`config.mk`:
```
export PLATFORM = sky130hd
export DESIGN_NAME = parking_occupancy_ctrl
export DESIGN_NICKNAME = d
export VERILOG_FILES = /design/src/rtl/parking_pkg.sv /design/src/rtl/parking_gate_fsm.sv /design/src/rtl/parking_occupancy_ctrl.sv
export SDC_FILE = /design/constraint.sdc
export NUM_CORES = 1
export LEC_CHECK = 0
export ABC_CLOCK_PERIOD_IN_PS = 9160
export BUFFER_PORTS_ARGS = -buffer_cell sky130_fd_sc_hd__buf_2
export CELL_PAD_IN_SITES_DETAIL_PLACEMENT = 1
export CELL_PAD_IN_SITES_GLOBAL_PLACEMENT = 2
export CORE_MARGIN = 4
export CORE_UTILIZATION = 36
export DETAILED_ROUTE_END_ITERATION = 7
export GPL_ROUTABILITY_DRIVEN = 0
export GPL_TIMING_DRIVEN = 0
export PLACE_DENSITY_LB_ADDON = 0.1
export SYNTH_ARGS = -nofsm -noshare
export SYNTH_HDL_FRONTEND = slang
export SYNTH_SLANG_ARGS = --single-unit
```
`constraint.sdc`:
```
create_clock -name clk -period 9.16 [get_ports clk]
set_clock_uncertainty 0.1 [all_clocks]
set_input_delay 2.29 -clock clk [delete_from_list [all_inputs] [get_ports clk]]
set_output_delay 2.29 -clock clk [all_outputs]
set_load 0.02 [all_outputs]
```
`src/rtl/parking_pkg.sv`:
```
// Shared types and helpers for the two-gate parking occupancy controller.
// Latency: n/a (types, constants and a pure function only).
// Backpressure: n/a.
package parking_pkg;

  localparam int NGATES = 2;

  typedef enum logic [1:0] {
    IDLE = 2'd0,
    OPEN = 2'd1,
    HOLD = 2'd2
  } gate_state_t;

  // Clamp a signed occupancy candidate into [0, cap].
  function automatic int sat_count(input int value, input int cap);
    if (value < 0) begin
      return 0;
    end
    if (value > cap) begin
      return cap;
    end
    return value;
  endfunction

endpackage

```
`src/rtl/parking_gate_fsm.sv`:
```
// Per-gate barrier FSM: IDLE -> OPEN on grant, OPEN -> HOLD on enter or timeout, HOLD -> IDLE on req drop.
// Latency: grant sampled at an edge opens the barrier right after that edge; enter closes it after the sampling edge.
// Backpressure: none; req is a level and a single request earns at most one grant (HOLD absorbs the rest).
module parking_gate_fsm
  import parking_pkg::*;
#(
  parameter int OPEN_CYCLES = 8
) (
  input  logic clk,
  input  logic reset_n,
  input  logic req,
  input  logic grant,
  input  logic enter,
  output logic open,
  output logic reserved,
  output logic idle_req
);

  localparam int TW = $clog2(OPEN_CYCLES);

  gate_state_t   state;
  gate_state_t   state_nxt;
  logic [TW-1:0] timer;
  logic [TW-1:0] timer_nxt;

  // State and open-window timer registers.
  always_ff @(posedge clk) begin
    if (!reset_n) begin
      state <= IDLE;
      timer <= '0;
    end else begin
      state <= state_nxt;
      timer <= timer_nxt;
    end
  end

  // Next-state, timer and decoded outputs; outputs depend on the registered state only
  // (idle_req additionally qualifies it with the live request level).
  always_comb begin
    state_nxt = state;
    timer_nxt = timer;
    open      = 1'b0;
    reserved  = 1'b0;
    idle_req  = 1'b0;
    case (state)
      IDLE: begin
        idle_req = req;
        if (req && grant) begin
          state_nxt = OPEN;
          timer_nxt = TW'(OPEN_CYCLES - 1);
        end
      end
      OPEN: begin
        open     = 1'b1;
        reserved = 1'b1;
        if (enter) begin
          state_nxt = HOLD;
        end else if (timer == '0) begin
          state_nxt = HOLD;
        end else begin
          timer_nxt = timer - 1'b1;
        end
      end
      HOLD: begin
        if (!req) begin
          state_nxt = IDLE;
        end
      end
      default: begin
        state_nxt = IDLE;
      end
    endcase
  end

endmodule

```
`src/rtl/parking_occupancy_ctrl.sv`:
```
// Two-gate parking lot occupancy counter, slot arbitration and barrier control.
// Latency: one register stage; req/enter/exit sampled at an edge are reflected in outputs right after it.
// Backpressure: none; contested last slot goes round-robin, a full lot raises deny until a slot frees.
module parking_occupancy_ctrl
  import parking_pkg::*;
#(
  parameter int CAPACITY    = 15,
  parameter int CNT_W       = 4,
  parameter int OPEN_CYCLES = 8
) (
  input  logic              clk,
  input  logic              reset_n,
  input  logic [NGATES-1:0] req,
  input  logic [NGATES-1:0] enter,
  input  logic [NGATES-1:0] exit,
  output logic [NGATES-1:0] barrier_open,
  output logic [NGATES-1:0] deny,
  output logic [CNT_W-1:0]  count,
  output logic              full,
  output logic              empty,
  output logic              err_ovf,
  output logic              err_unf
);

  localparam logic signed [CNT_W+1:0] ZERO = '0;
  localparam logic signed [CNT_W+1:0] ONE  = (CNT_W+2)'(1);
  localparam logic signed [CNT_W+1:0] TWO  = (CNT_W+2)'(2);
  localparam logic signed [CNT_W+1:0] CAP  = (CNT_W+2)'(CAPACITY);

  logic [NGATES-1:0]       grant;
  logic [NGATES-1:0]       gate_rsv;
  logic [NGATES-1:0]       idle_req;
  logic [NGATES-1:0]       deny_nxt;
  logic [1:0]              rsv_cnt;
  logic [1:0]              enter_cnt;
  logic [1:0]              exit_cnt;
  logic signed [CNT_W+1:0] avail;
  logic signed [CNT_W+1:0] delta;
  logic signed [CNT_W+1:0] sum;
  logic [CNT_W-1:0]        count_nxt;
  logic                    ovf_hit;
  logic                    unf_hit;
  logic                    rr_ptr;
  logic                    rr_flip;

  for (genvar g = 0; g < NGATES; g++) begin : gen_gate
    parking_gate_fsm #(
      .OPEN_CYCLES(OPEN_CYCLES)
    ) u_gate (
      .clk      (clk),
      .reset_n  (reset_n),
      .req      (req[g]),
      .grant    (grant[g]),
      .enter    (enter[g]),
      .open     (barrier_open[g]),
      .reserved (gate_rsv[g]),
      .idle_req (idle_req[g])
    );
  end

  // Slot arbitration on registered state: free slots exclude those held by open barriers.
  // avail is signed because tailgating can push count + reserved past CAPACITY.
  always_comb begin
    rsv_cnt  = {1'b0, gate_rsv[0]} + {1'b0, gate_rsv[1]};
    avail    = CAP - $signed({2'b00, count}) - $signed({{CNT_W{1'b0}}, rsv_cnt});
    grant    = '0;
    rr_flip  = 1'b0;
    if (&idle_req) begin
      if (avail >= TWO) begin
        grant = '1;
      end else if (avail == ONE) begin
        grant[rr_ptr] = 1'b1;
        rr_flip       = 1'b1;
      end
    end else if (|idle_req) begin
      if (avail >= ONE) begin
        grant = idle_req;
      end
    end
    deny_nxt = idle_req & ~grant;
  end

  // Net occupancy change from every pulse (barrier state ignored), saturated to [0, CAPACITY].
  always_comb begin
    enter_cnt = {1'b0, enter[0]} + {1'b0, enter[1]};
    exit_cnt  = {1'b0, exit[0]} + {1'b0, exit[1]};
    delta     = $signed({{CNT_W{1'b0}}, enter_cnt}) - $signed({{CNT_W{1'b0}}, exit_cnt});
    sum       = $signed({2'b00, count}) + delta;
    count_nxt = CNT_W'(sat_count(int'(sum), CAPACITY));
    ovf_hit   = (sum > CAP);
    unf_hit   = (sum < ZERO);
  end

  // Occupancy, flags, deny, sticky errors and round-robin pointer; full/empty track count_nxt
  // so they stay aligned with count.
  always_ff @(posedge clk) begin
    if (!reset_n) begin
      count   <= '0;
      full    <= 1'b0;
      empty   <= 1'b1;
      deny    <= '0;
      err_ovf <= 1'b0;
      err_unf <= 1'b0;
      rr_ptr  <= 1'b0;
    end else begin
      count   <= count_nxt;
      full    <= (count_nxt == CNT_W'(CAPACITY));
      empty   <= (count_nxt == '0);
      deny    <= deny_nxt;
      err_ovf <= err_ovf | ovf_hit;
      err_unf <= err_unf | unf_hit;
      rr_ptr  <= rr_ptr ^ rr_flip;
    end
  end

endmodule

```
# Yosys cells after proc, flatten, opt, wreduce, memory -nomap -nowiden
# Cells that the tools add are included.
totals:
  reg_bits: 21
  latch_bits: 0
  mem_bits_rw: 0
  romBits: 0
  in_bits: 8
  mem_count: 0
op_classes:
  addsub: 9
  n_mul: 0
  div_mod_pow: 0
  magnitude_cmp: 8
  eq_ne: 16
  n_shift: 0
  mux: 38
  n_bitwise: 5
  reduce_logical: 16
op_table:
  columns: ["operator", "count"]
  rows:
  - ["$mux 2", 13]
  - ["$mux 3", 6]
  - ["$gt 6x5->1 const B", 2]
  - ["$lt 6x1->1 const B", 2]
  - ["$mux 4", 3]
  - ["$ne 2x2->1 const B", 6]
  - ["$pmux 2 s3", 2]
  - ["$pmux 3 s2", 2]
  - ["$mux 1", 11]
  - ["$reduce_and 4->1", 2]
  - ["$add 1x1->2", 3]
  - ["$add 5x3->6", 1]
  - ["$eq 6x2->1 const B", 1]
  - ["$ge 6x2->1 const B", 1]
  - ["$ge 6x3->1 const B", 1]
  - ["$logic_not 3->1", 2]
  - ["$ne 3x2->1 const B", 2]
  - ["$reduce_and 3->1", 2]
  - ["$sub 3x1->3 const B", 2]
  - ["$sub 5x3->6", 1]
  - ["$sub 4x4->5 const A", 1]
  - ["$eq 2x1->1 const B", 2]
  - ["$eq 2x2->1 const B", 2]
  - ["$eq 4x4->1 const B", 1]
  - ["other kinds (15)", 21]

# Depth between registers and ports, before layout
# Gate-level depths: netlist (run 1).
logic_depth:
  ltp_word: 11
  ltp_mapped: 13
  depth_no_buf: 13

# Modules after synthesis
# Synthesis (run 1) repeated with hierarchy kept, for this count alone.
unflattened:
  hier_cells: 193
  hier_area_um2: 1646.6
by_module_without_submodules:
  columns: ["mod", "n_inst", "cells_each", "area_each_um2"]
  rows:
  - ["parking_occupancy_ctrl", 1, 121, 1011.0]
  - ["parking_gate_fsm", 2, 36, 317.8]

# Worst setup path before layout (run 1)
# Ideal clock, no wire load.
synth_path:
  kind: "input -> register"
  startpoint: "input enter[1]"
  endpoint: "register empty"
  arrival_time_ns: 4.721
  required_time_ns: 8.944
  path_slack_ns: 4.223
  stages: 13
  path_buffers: 0
  cell_sequence: "inv_1 -> fa_1 -> inv_1 -> ha_1 -> inv_1 -> ha_1 -> inv_1 -> ha_1 -> a211oi_1 -> nor2_1 -> or3_1 -> a21o_1 -> a31o_2"
synth_via:
  elab_chain_cells: 9
  word_cells_on_any_way: 12
  classes_between: "3 x add/sub; 2 x order compare; 6 x mux; 1 x reduce/logical"
synth_lines:
  columns: ["element", "line_no", "source"]
  rows:
  - ["start: declaration", "parking_occupancy_ctrl.sv:14", "input logic [NGATES-1:0] enter,"]
  - ["$add 1x1->2 (*)", "parking_occupancy_ctrl.sv:85", "enter_cnt = {1'b0, enter[0]} + {1'b0, enter[1]};"]
  - ["$sub 2x2->3 (*)", "parking_occupancy_ctrl.sv:87", "delta = $signed({{CNT_W{1'b0}}, enter_cnt}) - $signed({{CNT_W{1'b0}}, exit_cnt});"]
  - ["$add 5x3->6 (*)", "parking_occupancy_ctrl.sv:88", "sum = $signed({2'b00, count}) + delta;"]
  - ["$gt 6x5->1", "parking_pkg.sv:19", "if (value > cap) begin"]
  - ["$mux 1 (2 in series)", "parking_pkg.sv:19", null]
  - ["$mux 4", "parking_pkg.sv:22", "return value;"]
  - ["$mux 4 (*)", "parking_pkg.sv:19", null]
  - ["$logic_not 4->1 (*)", "parking_occupancy_ctrl.sv:108", "empty <= (count_nxt == '0);"]
  - ["end signal: assignment", "parking_occupancy_ctrl.sv:108", null]
  - ["end: declaration", "parking_occupancy_ctrl.sv:20", "output logic empty,"]
# Every way passes the cells marked *; elsewhere a longest branch is shown, timed or not. The select of a mux whose other input is x is not followed.
# A chain may end at the register's enable or synchronous reset.

# Worst setup path in the final report (run 1)
# Ends and elaborated chain as after synthesis.

==> results of run 1 <==
==> logic make-up (layout without fill, tap and decap cells) <==
logic type	Yosys count	after routing	synth area share (%)
adder cells (fa/ha/maj)	16	16	16.6
XOR/XNOR	8	8	5.22
buffers and inverters	25	48	7.55
flip-flops	21	21	31.3
multiplexers	1	1	0.746
AND/OR/NAND/NOR	47	47	19.8
AO/OA/AOI/OAI	37	37	18.8
==> worst register-to-register path, delay by kind of cell, from the launching register on <==
family                   cells  cell delay, ns
buffers and inverters        3            0.46
XOR/XNOR                     1            0.17
flip-flops                   1            0.37
AO/OA/AOI/OAI                1            0.22
AND/OR/NAND/NOR              4            1.03
adder cells (fa/ha/maj)      2            0.68
==> worst min path at each step <==
stage | slack (ns) | to | depth (start not counted)
after CTS | 0.36 | err_ovf | 2
final | 0.36 | err_ovf | 2
after floorplan | 0.33 | gen_gate[0].u_gate.timer[1] | 2
after global routing | 0.40 | gen_gate[0].u_gate.timer[1] | 2
after global placement | 0.34 | err_ovf | 2
after detailed placement | 0.35 | err_ovf | 2
==> cells in the mapped netlist (2+ instances only) <==
cell,n,share of area [%]
o21ai_0,6,2.2
xor2_1,2,1.3
xnor2_1,6,3.9
ha_1,13,12
a211oi_1,3,1.7
o21bai_1,2,1.1
inv_1,21,5.9
o2111ai_1,2,1.3
a21oi_1,9,3.4
a21o_1,4,2.2
dfxtp_1,21,31
nor3_1,4,1.5
nand2_1,10,2.8
buf_4,2,1.1
nor2b_1,3,1.4
clkbuf_1,2,0.56
nand3_1,2,0.75
nor2_1,9,2.5
fa_1,3,4.5
nand2b_1,3,1.4
and2_2,2,1.1
o211ai_1,2,1.1
nor3b_1,2,1.1
o211a_1,2,1.5
==> area by class of cell <==
cell class	count	area, um^2	area share (%)
inverter	21	78.8	5.11
clock buffer	3	41.3	2.67
buffer	4	22.5	1.46
tap	46	57.6	3.73
multi-input combinational	109	821	53.2
clock inverter	1	7.51	0.486
timing repair buffer	19	95.1	6.16
sequential	21	420	27.2
==> power groups by stage <==
stage | registers [mW] | clock network, mW | logic, mW
finish | 0.127 | 0.0654 | 0.171
global route | 0.131 | 0.0723 | 0.195
CTS | 0.128 | 0.0676 | 0.174
detailed placement | 0.130 | 0 | 0.173
global placement | 0.128 | 0 | 0.167
floorplan | 0.137 | 0 | 0.119
==> stage by stage <==
step                setup WS [ns]  cell area (um^2)  hold WS [ns]
detailed placement           3.85              1500         0.351
CTS                          4.15              1540         0.364
global route                 4.01              1540         0.401
finish                       4.18              1540         0.362
floorplan                    4.22              1340         0.335
global placement             3.91              1500         0.341
==> state kept, by name, summed over array words and instances, names as in the netlist <==
signal and cells:
gen_gate.u_gate.timer 6, empty 1, rr_ptr 1, full 1
err_ovf 1, gen_gate.u_gate.state 4, count 4, err_unf 1
deny 2
==> layer usage <==
| metal | part of all wire [%] | routed length [um] |
|---|---|---|
| met4 | 0.59 | 18 |
| met1 | 46 | 1410 |
| met2 | 50 | 1500 |
| met3 | 3.4 | 103 |
| met5 | 0 | 0 |
==> out/summary.txt, run 1 <==
Status -> finished clean
Clock Tree Root -> clkbuf_8
Largest net degree at the start of global routing -> 14
CP most frequent cell -> inv_1
First-pass GRT wire length -> 5400 um
Core outline area -> 3470 um^2
Startpoint types -> primary input
Via-to-Cell Ratio -> 5.11
Cts repair resizes -> 0
Achievable clock frequency -> 201 MHz
Final Critical Period -> 4.98 ns
Final #Nets -> 203
CP endpoint kind -> register
Final period util -> 54.4%
Vias in the first global route -> 1184
Internal power -> 213 uW
Final setup TNS -> 0 ns
Critical path cell sequence -> buf_2 > inv_1 > fa_1 > inv_1 > ha_1 > inv_1 > ha_1 > inv_1 > ha_1 > a211oi_1 > nor2_1 > or3_1 > a21o_1 > a31o_2
IO Port Bufs -> 19
Net Sw Frac -> 41.5%
Buf/Inv on CP -> 5
Least-Margin Pin Slew -> 0.738 ns
P_sw -> 151 uW
Hold wc startpoint -> err_ovf
Leakage power -> 0.722 nW
Grt total ovfl -> 0
Sequential share of the synthesized area -> 31.3%
Max incr delay on CP -> 0.46 ns
Critical path depth -> 14
Rows -> 21
P per Cell Area -> 236 nW/um^2
Synthesis-to-finish area growth -> 15.0%
Crit Path Class -> primary input to register
WP data required -> 9.23 ns
Seq pwr share -> 35.0%
Post-Syn Instances -> 155
Worst reg-to-reg setup slack -> 6.03 ns
Post-route ant nets -> 0
Max-slew violation count -> 0
Dpl cells -> 220
Post-DP HPWL -> 2470 um
Share of cells above drive strength 1 -> 18.5%
Starting Density -> 38.7%
Min-Delay Path Class -> register to register
Top Usage Layer GRT -> met2
Final Hold Viols -> 0
CP max stage cell -> fa_1
Reg-to-Reg Start -> gen_gate[0].u_gate.state[0]
Post-route DRC -> 0
Initial antenna violation count -> 0
Die area -> 4770 um^2
Clock Latency Late Sink -> 0.27 ns
Top Ports -> 20
Combinational share of power -> 47.1%
Number of synthesis warnings -> 0
M1 GR Usage -> 16.7%
Fillers -> 435
Max Cap Viol -> 0
Post-synth cell types -> 44
End of the critical path -> empty
Utilization after layout -> 44.5%
Routed wire length -> 3030 um
RSZ-0062 raised after global routing -> false
Die X -> 69.1 um
R2R Path End -> gen_gate[0].u_gate.timer[0]
Critical path arrival -> 5.05 ns
Worst Reg-to-Reg Cells -> 11
Net Count, Synth -> 179
# clock sinks -> 21
Max clock buf depth -> 2
CP max FO -> 7
Die height -> 69.1 um
Post-DR wirelength/cell -> 13.5 um
Synthesized area -> 1340 um^2
#FFs+latches synth -> 21
Hold-fix buffers at CTS -> 0
Layout Cells excl Fill -> 224
Grt met3 use -> 4.07%
TritonCTS clock tree -> built
# diodes -> 0
Slew HR -> 50.5%
Clock power share -> 18.0%
H-tree depth -> 1
Post-synth EDFFs -> 0
Ys flop type -> dfxtp_1
Async set or reset register ratio after synthesis -> 0%
Maximum vdd ir drop -> 0.000113 V
First drt pass iteration count -> 4
Power, Total -> 364 uW
Commonest non-fill, non-tap cells in the layout -> inv_1 (21), dfxtp_1 (21), buf_2 (19), ha_1 (13), nand2_1 (10)
Post-CTS Setup Bufs -> 0
Detailed Route Iter0 Violations -> 27
Final setup viols -> 0
Worst-path clk slew -> 0.09 ns
Via count -> 1145
GRT met2 Usage -> 23.8%
Number of CTS-inserted buffers -> 3
Mean post-synth cell area -> 8.66 um^2
Total GRT Usage -> 13.7%
Critical path's top delay family -> adder cells
Crit path from -> enter[1]
Note: power is estimated with default switching activity, not from simulation.
==> run 2, diff against run 1 <==
- ABC_CLOCK_PERIOD_IN_PS: 9160 -> 4000
- CORE_UTILIZATION: 36 -> 30
- clock period: 9.16 -> 4 ns (I/O delays scaled with it)
==> run 2 against run 1 <==
Worst hold slack better by 0.0041 ns; final cell count up 2.7%; clock power up 130%; die area up 18%; first-iteration DRC count rose to 2.9 times the previous value; sequential power up 130%; sequential share of layout area down 0.088 points; utilization down 8.9 points; non-clock buffer count unchanged; critical path type unchanged; largest power group unchanged.
==> out/summary.txt, run 2 (synthesized netlist as in run 1, its figures left out) <==
Vias in the first global route -> 1187
TritonCTS clock tree -> built
Final setup viols -> 0
Die X -> 74.9 um
Synthesis-to-finish area growth -> 15.4%
Number of CTS-inserted buffers -> 3
Hold depth -> 2
Multi-input gate area -> 821 um^2
Die area -> 5610 um^2
Worst-path clk slew -> 0.09 ns
Final setup TNS -> 0 ns
Slew HR -> 58.3%
Via-to-Cell Ratio -> 5.01
Hold endpoint -> gen_gate[0].u_gate.timer[1]
Power, Total -> 838 uW
# clock sinks -> 21
Fillers -> 519
Clock Latency Late Sink -> 0.27 ns
Post-CTS Setup Bufs -> 0
Max-slew violation count -> 0
Reg area -> 420 um^2
CP max FO -> 7
# diodes -> 0
Final Critical Period -> 3.75 ns
R2R Path End -> gen_gate[0].u_gate.timer[2]
CP endpoint kind -> register
Total GRT Usage -> 13.0%
Crit Path Class -> primary input to register
Worst Reg-to-Reg Cells -> 11
Core outline area -> 4350 um^2
Final Hold Viols -> 0
First drt pass iteration count -> 4
Final period util -> 93.7%
Grt total ovfl -> 0
Max clock buf depth -> 2
Hold wc startpoint -> gen_gate[0].u_gate.timer[1]
Post-route ant nets -> 0
Initial antenna violation count -> 0
Worst reg-to-reg setup slack -> 0.87 ns
Maximum vdd ir drop -> 0.000278 V
H-tree depth -> 1
Startpoint types -> primary input
Clock Tree Root -> clkbuf_8
Max reg flops -> 6
Hold-fix buffers at CTS -> 0
Largest net degree at the start of global routing -> 13
Achievable clock frequency -> 267 MHz
Reg with most FFs -> gen_gate.u_gate.timer
Status -> finished clean
Biggest regs -> gen_gate.u_gate.timer x6, count x4, gen_gate.u_gate.state x4
Commonest non-fill, non-tap cells in the layout -> inv_1 (21), dfxtp_1 (21), buf_2 (19), ha_1 (13), nand2_1 (10)
Least-Margin Pin Slew -> 0.622 ns
IO Port Bufs -> 19
Leakage power -> 0.725 nW
Top Ports -> 20
Cts repair resizes -> 0
Routed wire length -> 3340 um
Post-DR wirelength/cell -> 14.5 um
Post-route DRC -> 0
Via count -> 1152
Reg-to-Reg Start -> gen_gate[0].u_gate.state[0]
Final #Nets -> 203
First-pass GRT wire length -> 5490 um
Starting Density -> 30.8%
Final Instance Area -> 1550 um^2
Min-Delay Path Class -> register to register
Die height -> 74.9 um
Rows -> 24
Max Cap Viol -> 0
Post-DP HPWL -> 2680 um
Min Hold Slack -> 0.366 ns
P per Cell Area -> 541 nW/um^2
WP data required -> 4.07 ns
Critical path arrival -> 3.82 ns
Placed cell areas -> 1500 um^2
Detailed Route Iter0 Violations -> 79
RSZ-0062 raised after global routing -> false
Share of cells above drive strength 1 -> 18.5%
==> run 2: worst max path at each step <==
stage	startpoint	to	slack, ns
global placement	enter[1]	empty	0.02
detailed placement	enter[1]	empty	-0.08
CTS	enter[1]	empty	0.22
finish	enter[1]	empty	0.25
global route	enter[1]	empty	0.08
floorplan	enter[1]	empty	0.35
==> run 2: layout make-up <==
| class | instances | share of cell area, % |
|---|---|---|
| Timing Repair Buffer | 19 | 6.14 |
| Sequential cell | 21 | 27.1 |
| Inverter | 21 | 5.09 |
| Clock buffer | 3 | 2.67 |
| Clock inverter | 1 | 0.323 |
| Tap cell | 52 | 4.20 |
| Buffer | 4 | 1.45 |
| Multi-Input combinational cell | 109 | 53.0 |
==> run 2: critical path, cell delays in order <==
cell      delay, ns
buf_2          0.11
inv_1          0.06
fa_1           0.47
inv_1          0.07
ha_1           0.13
inv_1          0.04
ha_1           0.32
inv_1          0.06
ha_1           0.29
a211oi_1       0.34
nor2_1         0.11
or3_1          0.36
a21o_1         0.25
a31o_2         0.22
==> run 2: routing by layer <==
metal  wire [um]  GRT usage (%)
met1        1510           16.1
met2        1720           22.5
met3          88           2.14
met4          24           4.74
met5           0              0
==> run 2: through the flow <==
| step | util [%] | worst slack [ns] | std cells |
|---|---|---|---|
| after floorplan | - | 0.353 | 155 |
| after global placement | 34.5 | 0.0181 | 226 |
| after detailed placement | 34.5 | -0.0787 | 226 |
| after CTS | 35.6 | 0.216 | 230 |
| after global routing | 35.6 | 0.0786 | 230 |
| final | 35.6 | 0.253 | 230 |
==> run 2: power by group <==
part           total [mW]  switching [mW]  leakage (nW)  internal (mW)
registers           0.292          0.0377         0.173          0.254
logic               0.397           0.234         0.527          0.163
clock network       0.148          0.0786        0.0255         0.0696
==> run 3, diff against run 2 <==
- ABC_AREA: not set -> 1
- CORE_UTILIZATION: 30 -> 28
==> run 3 against run 2 <==
Non-clock buffer count decreased by 1; clock-buffer cell count did not move; synthesized area grew 1.2%; clock power decreased by 3%; global-route usage down 0.85 points; sequential cell count is the same; die area up 7.5%; setup slack better by 0.26 ns; critical endpoint is now full; highest routed layer unchanged.
==> out/summary.txt, run 3 <==
Die height -> 77.7 um
Worst Reg-to-Reg Cells -> 16
Synthesis-to-finish area growth -> 16.6%
Die X -> 77.7 um
Hold depth -> 2
Synthesized area -> 1360 um^2
Via-to-Cell Ratio -> 4.35
Max reg flops -> 6
WP data required -> 4.07 ns
Combinational share of power -> 42.9%
Ys flop type -> dfxtp_1
Post-Syn Instances -> 192
TritonCTS clock tree -> built
Max-slew violation count -> 0
Mean post-synth cell area -> 7.08 um^2
Final #Nets -> 240
Top Ports -> 20
Core outline area -> 4720 um^2
#FFs+latches synth -> 21
# clock sinks -> 21
Critical path's top delay family -> adder cells
Max clock buf depth -> 2
Net Count, Synth -> 216
Net Sw Frac -> 40.9%
Max Cap Viol -> 0
Final Critical Period -> 3.49 ns
Post-DP HPWL -> 2810 um
Startpoint types -> primary input
Final period util -> 87.3%
Sequential share of the synthesized area -> 30.9%
Via count -> 1227
Worst reg-to-reg setup slack -> 1.20 ns
Clock Tree Root -> clkbuf_8
Vias in the first global route -> 1334
CP most frequent cell -> inv_1
Die area -> 6030 um^2
Placed cell areas -> 1540 um^2
RSZ-0062 raised after global routing -> false
Hold endpoint -> err_unf
H-tree depth -> 1
Count leader, synth -> nand2_1
P_sw -> 291 uW
Post-synth cell types -> 28
Synth area leader -> dfxtp_1
First drt pass iteration count -> 2
Starting Density -> 28.8%
Detailed Route Iter0 Violations -> 50
Async set or reset register ratio after synthesis -> 0%
Critical path arrival -> 3.56 ns
Final Hold Viols -> 0
Achievable clock frequency -> 286 MHz
Max incr delay on CP -> 0.55 ns
Hold-fix buffers at CTS -> 0
R2R Path End -> gen_gate[0].u_gate.timer[0]
CP endpoint kind -> register
Total GRT Usage -> 12.1%
Reg with most FFs -> gen_gate.u_gate.timer
Least-Margin Pin Slew -> 0.497 ns
Status -> finished clean
Crit Path Class -> primary input to register
IO Port Bufs -> 19
# diodes -> 0
Cts repair resizes -> 0
P per Cell Area -> 449 nW/um^2
Post-CTS Setup Bufs -> 0
Hold wc startpoint -> err_unf
Final Instance Area -> 1580 um^2
Commonest non-fill, non-tap cells in the layout -> nand2_1 (43), inv_1 (35), nor2_1 (26), dfxtp_1 (21), buf_2 (19)
Final setup TNS -> 0 ns
Number of CTS-inserted buffers -> 3
Min-Delay Path Class -> register to register
Number of synthesis warnings -> 0
Biggest regs -> gen_gate.u_gate.timer x6, count x4, gen_gate.u_gate.state x4
Top post-synthesis cells by area -> dfxtp_1 (31%), ha_1 (12%), nand2_1 (12%)
Share of cells above drive strength 1 -> 18.1%
Rows -> 25
Routed wire length -> 3350 um
CP max FO -> 5
Maximum vdd ir drop -> 0.000156 V
Reg-to-Reg Start -> gen_gate[1].u_gate.state[0]
Seq pwr share -> 36.9%
Post-route ant nets -> 0
Fillers -> 608
Leakage power -> 0.825 nW
Initial antenna violation count -> 0
Commonest cells in the netlist -> nand2_1 (43), inv_1 (35), nor2_1 (26), dfxtp_1 (21), ha_1 (13)
Post-route DRC -> 0
Clock power share -> 20.2%
Internal power -> 421 uW
Post-DR wirelength/cell -> 11.9 um
Largest net degree at the start of global routing -> 13
First-pass GRT wire length -> 5870 um
Worst-path clk slew -> 0.08 ns
Critical path cell sequence -> buf_2 > inv_1 > fa_1 > inv_1 > ha_1 > inv_1 > ha_1 > fa_1 > nand3b_1 > nand2_1 > nand2_1 > nand2_1 > inv_1 > o21ai_0 > nand2b_1 > nor2_1
CP max stage cell -> fa_1
Post-synth top area share -> 30.9%
Buf/Inv on CP -> 5
Post-synth EDFFs -> 0
Slew HR -> 66.8%
Clock Latency Late Sink -> 0.26 ns
Final setup viols -> 0
Most common cell after layout, fill and taps aside -> nand2_1
Grt total ovfl -> 0
-- run 3: cells by family (layout without fill, tap and decap cells) --
kind of cell / Yosys count / count (layout) / share of synthesized area [%]
AO/OA/AOI/OAI: 16 / 16 / 6.72
adder cells (fa/ha/maj): 16 / 16 / 16.4
XOR/XNOR: 3 / 3 / 1.93
AND/OR/NAND/NOR: 96 / 96 / 32.1
buffers and inverters: 40 / 63 / 11.9
flip-flops: 21 / 21 / 30.9
-- run 3: power by group through the flow --
stage	combinational, mW	sequential, mW	clock, mW
after floorplan	0.202	0.288	0
final	0.305	0.262	0.144
after global routing	0.353	0.268	0.163
after CTS	0.314	0.263	0.156
after detailed placement	0.311	0.268	0
after global placement	0.298	0.268	0
-- run 3: layer usage --
metal | vias up | track usage (%) | routed length (um)
met1 | 572 | 13.4 | 1420
met4 | 0 | 3.74 | 43
met2 | 17 | 22.8 | 1740
met3 | 5 | 2.55 | 136
li1 | 633 | - | -
met5 | - | 0 | 0
-- run 3: layout make-up --
cell class                 instances  area [um^2]  share of cell area, %
clock buffer                       3         41.3                   2.61
timing repair buffer              19         95.1                   6.00
sequential                        21          420                   26.5
inverter                          37          139                   8.77
clock inverter                     1         5.00                  0.316
buffer                             3         22.5                   1.42
tap                               67         83.8                   5.29
multi-input combinational        131          777                   49.1
-- run 3: worst min-delay path: stages, from the launching register on --
cell and delay, ns:
dfxtp_1 0.34, a21oi_1 0.04, nor2_1 0.07
-- run 3: per-stage QoR --
step | power, mW | utilization [%] | hold WS [ns] | worst slack, ns | std cells
floorplan | 0.490 | - | 0.355 | 0.553 | 192
global placement | 0.566 | 32.6 | 0.353 | 0.215 | 278
detailed placement | 0.579 | 32.6 | 0.359 | 0.215 | 278
CTS | 0.734 | 33.5 | 0.387 | 0.482 | 282
global route | 0.785 | 33.5 | 0.425 | 0.330 | 282
finish | 0.712 | 33.5 | 0.377 | 0.509 | 282
-- run 3: how the worst max path moves through the flow --
stage / startpoint / endpoint / cells after the start
finish: enter[1] / full / 16
CTS: enter[1] / empty / 16
detailed placement: enter[1] / full / 16
floorplan: enter[1] / full / 15
global placement: enter[1] / full / 16
global route: enter[1] / full / 16
